**src/rtl/bus_rr_router_if.sv**
```systemverilog
`default_nettype none
// ============================================================================
//  Module      : bus_rr_router_if
//  Description : Bus bundle between the round-robin router and the per-device
//                FIFOs: pending flags, FIFO head words, pop/push strobes,
//                broadcast data lanes and the router's status/counters.
//  Revision    : 1.0  initial release
// ============================================================================
interface bus_rr_router_if #(
    parameter int drvrs   = 4,
    parameter int pckg_sz = 16
);
    logic [drvrs-1:0]              pndng;
    logic [drvrs-1:0][pckg_sz-1:0] D_pop;
    logic [drvrs-1:0]              pop;
    logic [drvrs-1:0]              push;
    logic [drvrs-1:0][pckg_sz-1:0] D_push;
    logic                          busy;
    logic                          drop;
    logic [15:0]                   pkt_cnt;
    logic [15:0]                   drop_cnt;

    // Router side.
    modport master (
        input  pndng, D_pop,
        output pop, push, D_push, busy, drop, pkt_cnt, drop_cnt
    );

    // FIFO / environment side.
    modport slave (
        output pndng, D_pop,
        input  pop, push, D_push, busy, drop, pkt_cnt, drop_cnt
    );
endinterface
`default_nettype wire

```
**src/rtl/bus_rr_router.sv**
```systemverilog
`default_nettype none
// ============================================================================
//  Module      : bus_rr_router
//  Description : Round-robin bus controller. Grants one pending device FIFO,
//                pops its head packet, decodes the 8-bit destination ID from
//                the header and pushes the packet to the destination FIFO
//                (or to every other device on broadcast). Invalid IDs are
//                dropped. Delivered and dropped packets are counted.
//  Revision    : 1.0  initial release
// ============================================================================
module bus_rr_router #(
    parameter int         drvrs     = 4,
    parameter int         pckg_sz   = 16,
    parameter logic [7:0] broadcast = 8'hFF
) (
    input  logic            clk,
    input  logic            reset,
    bus_rr_router_if.master bus
);
    localparam int c_IDX_W = $clog2(drvrs);

    typedef enum logic [1:0] {
        ST_IDLE = 2'd0,
        ST_POP  = 2'd1,
        ST_PUSH = 2'd2
    } state_t;

    state_t               state_q,    state_d;
    logic [c_IDX_W-1:0]   last_g_q,   last_g_d;
    logic [drvrs-1:0]     pop_q,      pop_d;
    logic [pckg_sz-1:0]   pkt_q,      pkt_d;
    logic [15:0]          pkt_cnt_q,  pkt_cnt_d;
    logic [15:0]          drop_cnt_q, drop_cnt_d;

    logic                 w_grant_vld;
    logic [c_IDX_W-1:0]   w_grant_idx;
    int                   w_scan;
    logic [7:0]           w_dest;
    logic                 w_is_uni;
    logic                 w_is_bc;
    logic [drvrs-1:0]     w_push;
    logic                 w_drop;

    // Round-robin search: first pending device starting after the last grant.
    always_comb begin
        w_grant_vld = 1'b0;
        w_grant_idx = '0;
        w_scan      = 0;
        for (int i = 0; i < drvrs; i++) begin
            w_scan = int'(last_g_q) + 1 + i;
            if (w_scan >= drvrs) begin
                w_scan = w_scan - drvrs;
            end
            if (!w_grant_vld && bus.pndng[c_IDX_W'(w_scan)]) begin
                w_grant_vld = 1'b1;
                w_grant_idx = c_IDX_W'(w_scan);
            end
        end
    end

    // Header decode and push/drop strobes, active only in the PUSH cycle.
    // The source of the held packet is last_g_q: it cannot change before IDLE.
    always_comb begin
        w_dest   = pkt_q[pckg_sz-1 -: 8];
        w_is_uni = (int'(w_dest) < drvrs);
        w_is_bc  = (w_dest == broadcast);
        w_push   = '0;
        w_drop   = 1'b0;
        if (state_q == ST_PUSH) begin
            if (w_is_uni) begin
                w_push[c_IDX_W'(w_dest)] = 1'b1;
            end else if (w_is_bc) begin
                w_push           = '1;
                w_push[last_g_q] = 1'b0;
            end else begin
                w_drop = 1'b1;
            end
        end
    end

    // Next-state logic: grant in IDLE, capture in POP, count in PUSH.
    always_comb begin
        state_d    = state_q;
        last_g_d   = last_g_q;
        pop_d      = '0;
        pkt_d      = pkt_q;
        pkt_cnt_d  = pkt_cnt_q;
        drop_cnt_d = drop_cnt_q;
        case (state_q)
            ST_IDLE: begin
                if (w_grant_vld) begin
                    pop_d[w_grant_idx] = 1'b1;
                    last_g_d           = w_grant_idx;
                    state_d            = ST_POP;
                end
            end
            ST_POP: begin
                // FIFOs are first-word-fall-through: head is valid this cycle.
                pkt_d   = bus.D_pop[last_g_q];
                state_d = ST_PUSH;
            end
            ST_PUSH: begin
                if (w_is_uni || w_is_bc) begin
                    pkt_cnt_d = pkt_cnt_q + 16'd1;
                end else begin
                    drop_cnt_d = drop_cnt_q + 16'd1;
                end
                state_d = ST_IDLE;
            end
            default: begin
                state_d = ST_IDLE;
            end
        endcase
    end

    // State registers with synchronous reset; reset aborts any transaction.
    always_ff @(posedge clk) begin
        if (reset) begin
            state_q    <= ST_IDLE;
            last_g_q   <= c_IDX_W'(drvrs - 1);
            pop_q      <= '0;
            pkt_q      <= '0;
            pkt_cnt_q  <= '0;
            drop_cnt_q <= '0;
        end else begin
            state_q    <= state_d;
            last_g_q   <= last_g_d;
            pop_q      <= pop_d;
            pkt_q      <= pkt_d;
            pkt_cnt_q  <= pkt_cnt_d;
            drop_cnt_q <= drop_cnt_d;
        end
    end

    assign bus.pop      = pop_q;
    assign bus.push     = w_push;
    assign bus.drop     = w_drop;
    assign bus.busy     = (state_q != ST_IDLE);
    assign bus.D_push   = {drvrs{pkt_q}};
    assign bus.pkt_cnt  = pkt_cnt_q;
    assign bus.drop_cnt = drop_cnt_q;

endmodule
`default_nettype wire

```
**src/flat_wrapper.sv**
```systemverilog
// flat-port wrapper written by rule: the top's interface ports become plain ports
module bus_rr_router_flat 
#(
    parameter int         drvrs     = 4,
    parameter int         pckg_sz   = 16,
    parameter logic [7:0] broadcast = 8'hFF
)
  (clk, reset, bus_pndng, bus_D_pop, bus_pop, bus_push, bus_D_push, bus_busy, bus_drop, bus_pkt_cnt, bus_drop_cnt);
  bus_rr_router_if #(.drvrs(drvrs), .pckg_sz(pckg_sz)) bus_i ();
  input  logic clk;
  input  logic reset;
  input wire logic [$bits(bus_i.pndng)-1:0] bus_pndng;
  input wire logic [$bits(bus_i.D_pop)-1:0] bus_D_pop;
  output wire logic [$bits(bus_i.pop)-1:0] bus_pop;
  output wire logic [$bits(bus_i.push)-1:0] bus_push;
  output wire logic [$bits(bus_i.D_push)-1:0] bus_D_push;
  output wire logic [$bits(bus_i.busy)-1:0] bus_busy;
  output wire logic [$bits(bus_i.drop)-1:0] bus_drop;
  output wire logic [$bits(bus_i.pkt_cnt)-1:0] bus_pkt_cnt;
  output wire logic [$bits(bus_i.drop_cnt)-1:0] bus_drop_cnt;
  assign bus_i.pndng = bus_pndng;
  assign bus_i.D_pop = bus_D_pop;
  assign bus_pop = bus_i.pop;
  assign bus_push = bus_i.push;
  assign bus_D_push = bus_i.D_push;
  assign bus_busy = bus_i.busy;
  assign bus_drop = bus_i.drop;
  assign bus_pkt_cnt = bus_i.pkt_cnt;
  assign bus_drop_cnt = bus_i.drop_cnt;
  bus_rr_router #(.drvrs(drvrs), .pckg_sz(pckg_sz), .broadcast(broadcast)) u_core (.clk(clk), .reset(reset), .bus(bus_i));
endmodule
```
**config.mk**
```make
export PLATFORM = sky130hd
export DESIGN_NAME = bus_rr_router_flat
export DESIGN_NICKNAME = d
export VERILOG_FILES = /design/src/rtl/bus_rr_router_if.sv /design/src/rtl/bus_rr_router.sv /design/src/flat_wrapper.sv
export SDC_FILE = /design/constraint.sdc
export NUM_CORES = 1
export LEC_CHECK = 0
export CORE_MARGIN = 5
export CORE_UTILIZATION = 43
export CTS_CLUSTER_DIAMETER = 120
export DETAILED_ROUTE_END_ITERATION = 8
export PLACE_DENSITY = 0.86
export SLEW_MARGIN = 20
export SYNTH_ARGS = -nofsm -noshare
export SYNTH_HDL_FRONTEND = slang
export SYNTH_SLANG_ARGS = --single-unit
```
**constraint.sdc**
```tcl
create_clock -name clk -period 6.8 [get_ports clk]
set_input_delay 1.36 -clock clk [delete_from_list [all_inputs] [get_ports clk]]
set_output_delay 1.36 -clock clk [all_outputs]
set_load 0.01 [all_outputs]
```
### Word-level counts from Yosys, hierarchy flattened

Index checks and enable logic that the tools add are counted.

* register bits after elaboration: 56
* bits of input ports: 70
* output and inout port bits: 106
* logic and storage cells: 95

* add/sub/neg operators: 10
* order comparisons: 15
* equality and inequality tests: 4
* multiplexer cells: 40
* bitwise logic cells: 4
* reduce and logical (&&, ||, !) cells: 16

Operators by type and width (count)
* $ge 32x4->1 const B: 3
* $add 16x1->16 const B: 2
* $bmux 16 s2: 1
* $mux 1: 18
* $mux 2: 9
* $lt 2x4->1 const B: 4
* $mux 16: 1
* $mux 4: 3
* $lt 2x3->1 const B: 3
* $add 3x2->4 const B: 2
* $bmux 1 s2: 4
* $eq 8x8->1 const B: 1
* $lt 8x3->1 const B: 1
* $sub 2x1->2 const B: 4
* $demux 1 s2: 3
* $ge 2x1->1 const B: 3
* $logic_and 1x1->1: 6
* $reduce_and 2->1: 3
* $add 3x1->4 const B: 1
* $not 4->4: 1
* $pmux 2 s2: 1
* $add 2x1->3 const B: 1
* $ge 3x3->1 const B: 1
* $logic_not 1->1: 3
* 8 further kinds: 10

### Depth between registers and ports, before layout

Gate-level depths: netlist of the first run.

* depth in word-level cells: 20
* depth in mapped cells: 9
* gate-level depth less buffers: 7

### Worst setup path after synthesis of the first run

Ideal clock, no wire load.

* kind: register to output
* start point: register u_core.pkt_q[12]
* end point: output port bus_push[1]
* arrival time: 1865 ps
* required time: 5440 ps
* path slack: 3575 ps
* stages on the path, launching flop included: 7
* path buffers: 2
* path through: dfxtp_1 > or4_4 > nor3_4 > buf_2 > buf_1 > a31oi_1 > nor2_1

* word-level cells in the longest chain between the ends: 4
* elaborated cells between the ends (all ways): 5
* classes of those cells: order compare: 1; eq/ne: 1; mux: 3

RTL lines
* start: declaration: RTL line bus_rr_router.sv:31 `logic [pckg_sz-1:0] pkt_q, pkt_d;`
* start signal: assignment: RTL line bus_rr_router.sv:129 `pkt_q <= pkt_d;`
* parallel branches: the longest is 2 deep, another holds $lt 8x3->1
* $mux 4 *: RTL line bus_rr_router.sv:70 `if (w_is_uni) begin`
* $mux 4 *: RTL line bus_rr_router.sv:69 `if (state_q == ST_PUSH) begin`
* end: declaration: RTL line flat_wrapper.sv:15 `output wire logic [$bits(bus_i.push)-1:0] bus_push;`

Mark *: on every way between the ends.

### Worst setup path in the final report of the first run

* start point: register u_core.pkt_q[12]
* end point: output port bus_push[3]

Same word-level chain as after synthesis.

==> results.md, run 1 <==
- Critical Path Start Type: flop
- CP Class: reg -> out
- Initial antenna violation count: 0
- Die area: 9540 um^2
- Setup bufs post-CTS: 0
- Via count: 3153
- # DRC: 0
- Min-delay worst type: reg -> reg
- PostCTS Resize Cnt: 0
- Placed cells: 590
- Starting Density: 43.5%
- Total gr overflow: 0
- First-pass GRT wire length: 16.8 mm
- Die Y: 97.7 um
- Drt first-iter violations: 112
- Fmax achieved: 0.221 GHz
- CTS buffer count: 5
- Syn Area/Cell: 8.68 um^2
- Rows: 32
- Worst clock skew: 7.30 ps
- Final hold vios: 0
- Post-synthesis sequential area ratio: 33.9%
- Setup TNS: 0 ps
- TritonCTS Sinks: 56
- Async S/R FF share, synth: 0%
- All-Layer GR Usage: 21.5%
- Fin. max-slew vios: 0
- Synth Flop Type: dfxtp_1
- CTS root buf: clkbuf_8
- Period utilization: 66.5%
- Slowest cell on crit path: nor3_4
- Largest net degree at the start of global routing: 55
- Clk buf depth: 2
- Worst skew pair latency: 310 ps
- Antenna Cells: 0
- Layout cells sized above 1: 6.24%
- Buffers on Ports: 175
- Slew @ Worst Pin: 1060 ps
- Synth top area cells: dfxtp_1, buf_4, mux4_2
- GP Congestion: 0.833
- Most frequent cell after synthesis: dfxtp_1
- Worst EP required: 5440 ps
- Core area: 7610 um^2
- RSZ-0062 raised after global routing: no
- Iteration count of the initial detailed-routing pass: 5
- Endpoint type of the worst setup path: primary output
- H-tree levels: 2
- Cell Area, Placed: 4740 um^2
- Synth top area share: 33.9%
- Top cells by count, synth: dfxtp_1, buf_4, nand2_1
- Sequence of cells on the critical path: or4_4, nor3_4, o21ai_1, nor2_1, clkdlybuf4s50_1
- Worst Path Arrival: 3160 ps
- Non-filler instance count after layout: 599
- Critical-path maximum fanout: 19
- Pwr per Cell Area: 178 nW/um^2
- Detail Route Antenna Nets: 0
- Vias/cell: 5.26
- Max Cap Viol: 0
- Cell area after synthesis: 3310 um^2
- CTS tree: built
- Area growth syn-to-layout: 46.8%
- Hold WS: 487 ps
- I/O pins: 176
- Wirelength per Cell: 17.7 um
- Final wirelength: 10.6 mm
- FF+latch count, synth: 56
- Final Setup Violations: 0
- Cells after Synth: 381
- Synth warnings: 0
- Post-Syn Nets: 457
- Slew Limit Headroom: 28.9%
- Number of flops mapped to enable cells by yosys: 0
- Clock Pin Slew Worst Setup and Hold Paths: 100 ps
- Number of global-route vias before repair: 3147
- Hold buffers post-CTS: 0
- Post-layout nets: 572
- Hpwl dp: 8.15 mm
- Outcome: finished, final reports clean
- Chip width: 97.7 um
- Dominant cell type by area after synthesis: dfxtp_1
- Min Tclk post-route: 4520 ps
- Max incr delay on CP: 590 ps
- Worst IR Drop VDD: 126 uV
- Leakage Power: 1.66 nW
- Finished Cell Area: 4860 um^2
- Synth unique cells: 44
[cell type report]
type / count / area (um^2)
Sequential cell: 56 / 1120
Inverter: 7 / 26.3
Timing Repair Buffer: 178 / 1770
Tap cell: 102 / 128
Multi-Input combinational cell: 248 / 1710
Fill cell: 610 / 2750
Clock buffer: 7 / 86.3
Clock inverter: 1 / 7.51
[worst max-delay path, delay by kind of cell, from the launching register on]
| kind | cells | cell delay (ps) |
|---|---|---|
| compound gates | 1 | 480 |
| buf+inv | 1 | 570 |
| flops | 1 | 380 |
| simple gates | 3 | 1420 |
[layout by cell type (no fill, tap or decap), drive strengths merged, types with 2 or more instances in the layout]
cell,Yosys,final
or3,2,2
xnor2,15,15
nand4,8,8
nand3,7,7
a21oi,25,25
nor4,12,12
clkdlybuf4s50,0,174
ha,6,6
nor2,43,43
o211ai,4,4
nor2b,3,3
clkbuf,16,7
nor4b,2,2
dfxtp,56,56
o2111ai,3,3
mux2i,3,3
buf,54,4
nand2b,2,2
and3,4,4
nor3,9,9
inv,7,7
o31ai,3,3
nand2,44,44
and2,2,2
o21ai,7,7
mux4,16,16
or4,5,5
a31oi,4,4
xor2,9,9
[flip-flops by register name (all words and copies together), names as in the netlist]
signal	flops
u_core.last_g_q	2
u_core.state_q	2
u_core.bus.pkt_cnt	16
u_core.pkt_q	16
u_core.bus.pop	4
u_core.bus.drop_cnt	16
[layer usage]
layer / routed length (um) / GRT usage [%]
met5: 0 / 0
met4: 116 / 4.58
met3: 476 / 3.52
met1: 4360 / 27.2
met2: 5630 / 38.4
[power breakdown]
group	switching (W)	leakage, nW	internal, W
combinational	0.000134	1.16	0.000170
clock	0.000106	0.0445	0.0000830
sequential	0.0000285	0.454	0.000344
total	0.000268	1.66	0.000597
[per-stage QoR]
step	setup WS (ps)	util [%]	power, W
finish	2280	63.8	0.000865
global route	2070	63.8	0.000908
CTS	1940	63.6	0.000866
detailed placement	2300	62.4	0.000678
global placement	2440	62.4	0.000669
floorplan	3570	-	0.000559
[worst paths after layout]
check                               from                endpoint  slack (ps)  depth (start not counted)
hold / removal    u_core.bus.pkt_cnt[15]  u_core.bus.pkt_cnt[15]         490                          2
setup reg to reg        u_core.pkt_q[12]  u_core.bus.pkt_cnt[10]        3910                          5
hold reg to reg   u_core.bus.pkt_cnt[15]  u_core.bus.pkt_cnt[15]         490                          2
setup / recovery        u_core.pkt_q[12]             bus_push[3]        2280                          5
[kinds of logic (layout without fill, tap and decap cells)]
| logic type | after synthesis | count (layout) | synth area share, % |
|---|---|---|---|
| flip-flops | 56 | 56 | 33.9 |
| multiplexers | 19 | 19 | 11.8 |
| XOR/XNOR | 24 | 24 | 6.36 |
| AO/OA/AOI/OAI | 53 | 53 | 9.69 |
| adder cells (fa/ha/maj) | 6 | 6 | 2.27 |
| buffers and inverters | 77 | 193 | 14.5 |
| AND/OR/NAND/NOR | 146 | 146 | 21.5 |
Note: power is estimated with default switching activity, not from simulation.
==> run 2: changes to the inputs <==
- CORE_UTILIZATION: 43 -> 40
- PLACE_DENSITY: 0.86 -> 0.81
- clock period: 6.8 -> 4.3 ns (I/O delays scaled with it)
==> results.md, run 2 (same netlist as run 1, synthesis figures left out) <==
- Clock Pin Slew Worst Setup and Hold Paths: 100 ps (about the same)
- Buffers on Ports: 175 (unchanged)
- Outcome: finished, final reports clean
- Highest-count cells in the layout ignoring fill and taps: clkdlybuf4s50_1, dfxtp_1, nand2_1
- Period utilization: 80.5%
- Max incr delay on CP: 570 ps (-20 ps)
- Initial antenna violation count: 0 (unchanged)
- Iteration count of the initial detailed-routing pass: 4 (-1)
- Min-delay worst type: reg -> reg
- CTS root buf: clkbuf_8
- GP Congestion: 0.837 (+0.42%)
- Final wirelength: 10.5 mm (-0.80%)
- Hold buffers post-CTS: 0 (unchanged)
- Most common cell after layout, fill and taps aside: clkdlybuf4s50_1
- Overall power: 0.00136 W (+58%)
- Rows: 33 (+3.1%)
- Critical-path maximum fanout: 25 (+6)
- Cell Area, Placed: 4770 um^2 (+0.55%)
- Critical Path Start Type: flop
- Slew @ Worst Pin: 1020 ps (-43.9 ps)
- Worst Path Arrival: 2600 ps (-560 ps)
- Die area: 10200 um^2 (+6.7%)
- RSZ-0062 raised after global routing: no
- Starting Density: 40.7% (-2.8 points)
- Setup TNS: 0 ps (unchanged)
- Area growth syn-to-layout: 47.1%
- Wirelength per Cell: 17.4 um (-1.6%)
- Core area: 8130 um^2 (+6.9%)
- Number of global-route vias before repair: 3116 (-0.99%)
- Antenna Cells: 0 (unchanged)
- Die Y: 101 um (+3.3%)
- Drt first-iter violations: 123 (+9.8%)
- Total gr overflow: 0 (unchanged)
- Detail Route Antenna Nets: 0 (unchanged)
- Clk buf depth: 2 (unchanged)
- Finished Cell Area: 4870 um^2 (+0.21%)
- CTS buffer count: 5 (unchanged)
- TritonCTS Sinks: 56 (unchanged)
- Worst IR Drop VDD: 168 uV (+33%)
- Chip width: 101 um (+3.3%)
- Post-layout nets: 574 (+0.35%)
- Worst EP required: 3440 ps (-2000 ps)
- Setup bufs post-CTS: 0 (unchanged)
- Vias/cell: 5.14 (-2.3%)
- Pwr per Cell Area: 280 nW/um^2 (+57%)
- Final hold vios: 0 (unchanged)
- Final Setup Violations: 0 (unchanged)
- H-tree levels: 2 (unchanged)
- CTS tree: built
- CP Class: reg -> out
- I/O pins: 176 (unchanged)
- # DRC: 0 (unchanged)
- Fmax achieved: 0.289 GHz
- Via count: 3107 (-1.5%)
- Slowest cell on crit path: clkdlybuf4s50_1
- Most frequent CP cell: nor2_1
- Sequence of cells on the critical path: nand4_1, nor2_1, buf_4, o21ai_1, nor2_1, clkdlybuf4s50_1
- Layout cells sized above 1: 6.61% (+0.38 points)
- Worst slack at placement: 1190 ps (-1110 ps)
- All-Layer GR Usage: 20.3% (-1.2 points)
- Worst skew pair latency: 310 ps (about the same)
- Worst setup margin: 837 ps (-1440 ps)
- Slew Limit Headroom: 31.0% (+2.2 points)
- Hpwl dp: 8.26 mm (+1.4%)
- Endpoint type of the worst setup path: primary output
- PostCTS Resize Cnt: 0 (unchanged)
- Leakage Power: 1.66 nW (+0.31%)
- Fin. max-slew vios: 0 (unchanged)
- Min Tclk post-route: 3460 ps
- Largest net degree at the start of global routing: 55 (unchanged)
- Worst clock skew: 6.46 ps (-0.837 ps)
- Max Cap Viol: 0 (unchanged)
- First-pass GRT wire length: 16.3 mm (-3.2%)
- Hold WS: 510 ps (+23.1 ps)
[run 2: cell types whose count changed in the layout (fill, tap and decap cells not counted)]
cell | previous run | this run
o41ai_2 | 1 | 0
buf_4 | 2 | 5
buf_6 | 1 | 0
nor2b_2 | 0 | 1
o41ai_1 | 0 | 1
nor2b_1 | 3 | 2
[run 2: final cells by class]
type,count,area (um^2)
inverter,7,26.3
clock inverter,1,7.51
clock buffer,7,86.3
timing repair buffer,180,1780
multi-input combinational,248,1710
sequential,56,1120
fill,714,3270
tap,105,131
[run 2: path summary, 6_finish.rpt]
check             slack [ps]  depth (start not counted)                  start                      to
setup reg to reg        1960                          6       u_core.pkt_q[12]  u_core.bus.pkt_cnt[15]
hold / removal           510                          2  u_core.bus.pkt_cnt[6]   u_core.bus.pkt_cnt[6]
setup / recovery         840                          6        u_core.pkt_q[8]             bus_push[0]
hold reg to reg          510                          2  u_core.bus.pkt_cnt[6]   u_core.bus.pkt_cnt[6]
[run 2: routing by layer]
layer	vias up	global-route usage [%]	wire, um
met4	0	6.03	191
met2	102	34.8	5310
met3	12	3.53	535
met5	-	0	0
met1	1471	26.2	4460
li1	1522	-	-
[run 2: critical path: cells and delay by family (launching register included)]
family | cells | cell delay [ps]
buffers and inverters | 2 | 840
AND/OR/NAND/NOR | 3 | 600
flip-flops | 1 | 540
AO/OA/AOI/OAI | 1 | 310
[run 2: power by group]
group          internal, W  total, W  switching, W
registers         0.000544  0.000579     0.0000350
clock network     0.000131  0.000302      0.000170
logic             0.000268  0.000482      0.000214
[run 2: through the flow]
step | utilization, % | instances
global route | 59.8 | 604
detailed placement | 58.6 | 596
CTS | 59.8 | 604
finish | 59.8 | 604
global placement | 58.6 | 596
floorplan | - | 381
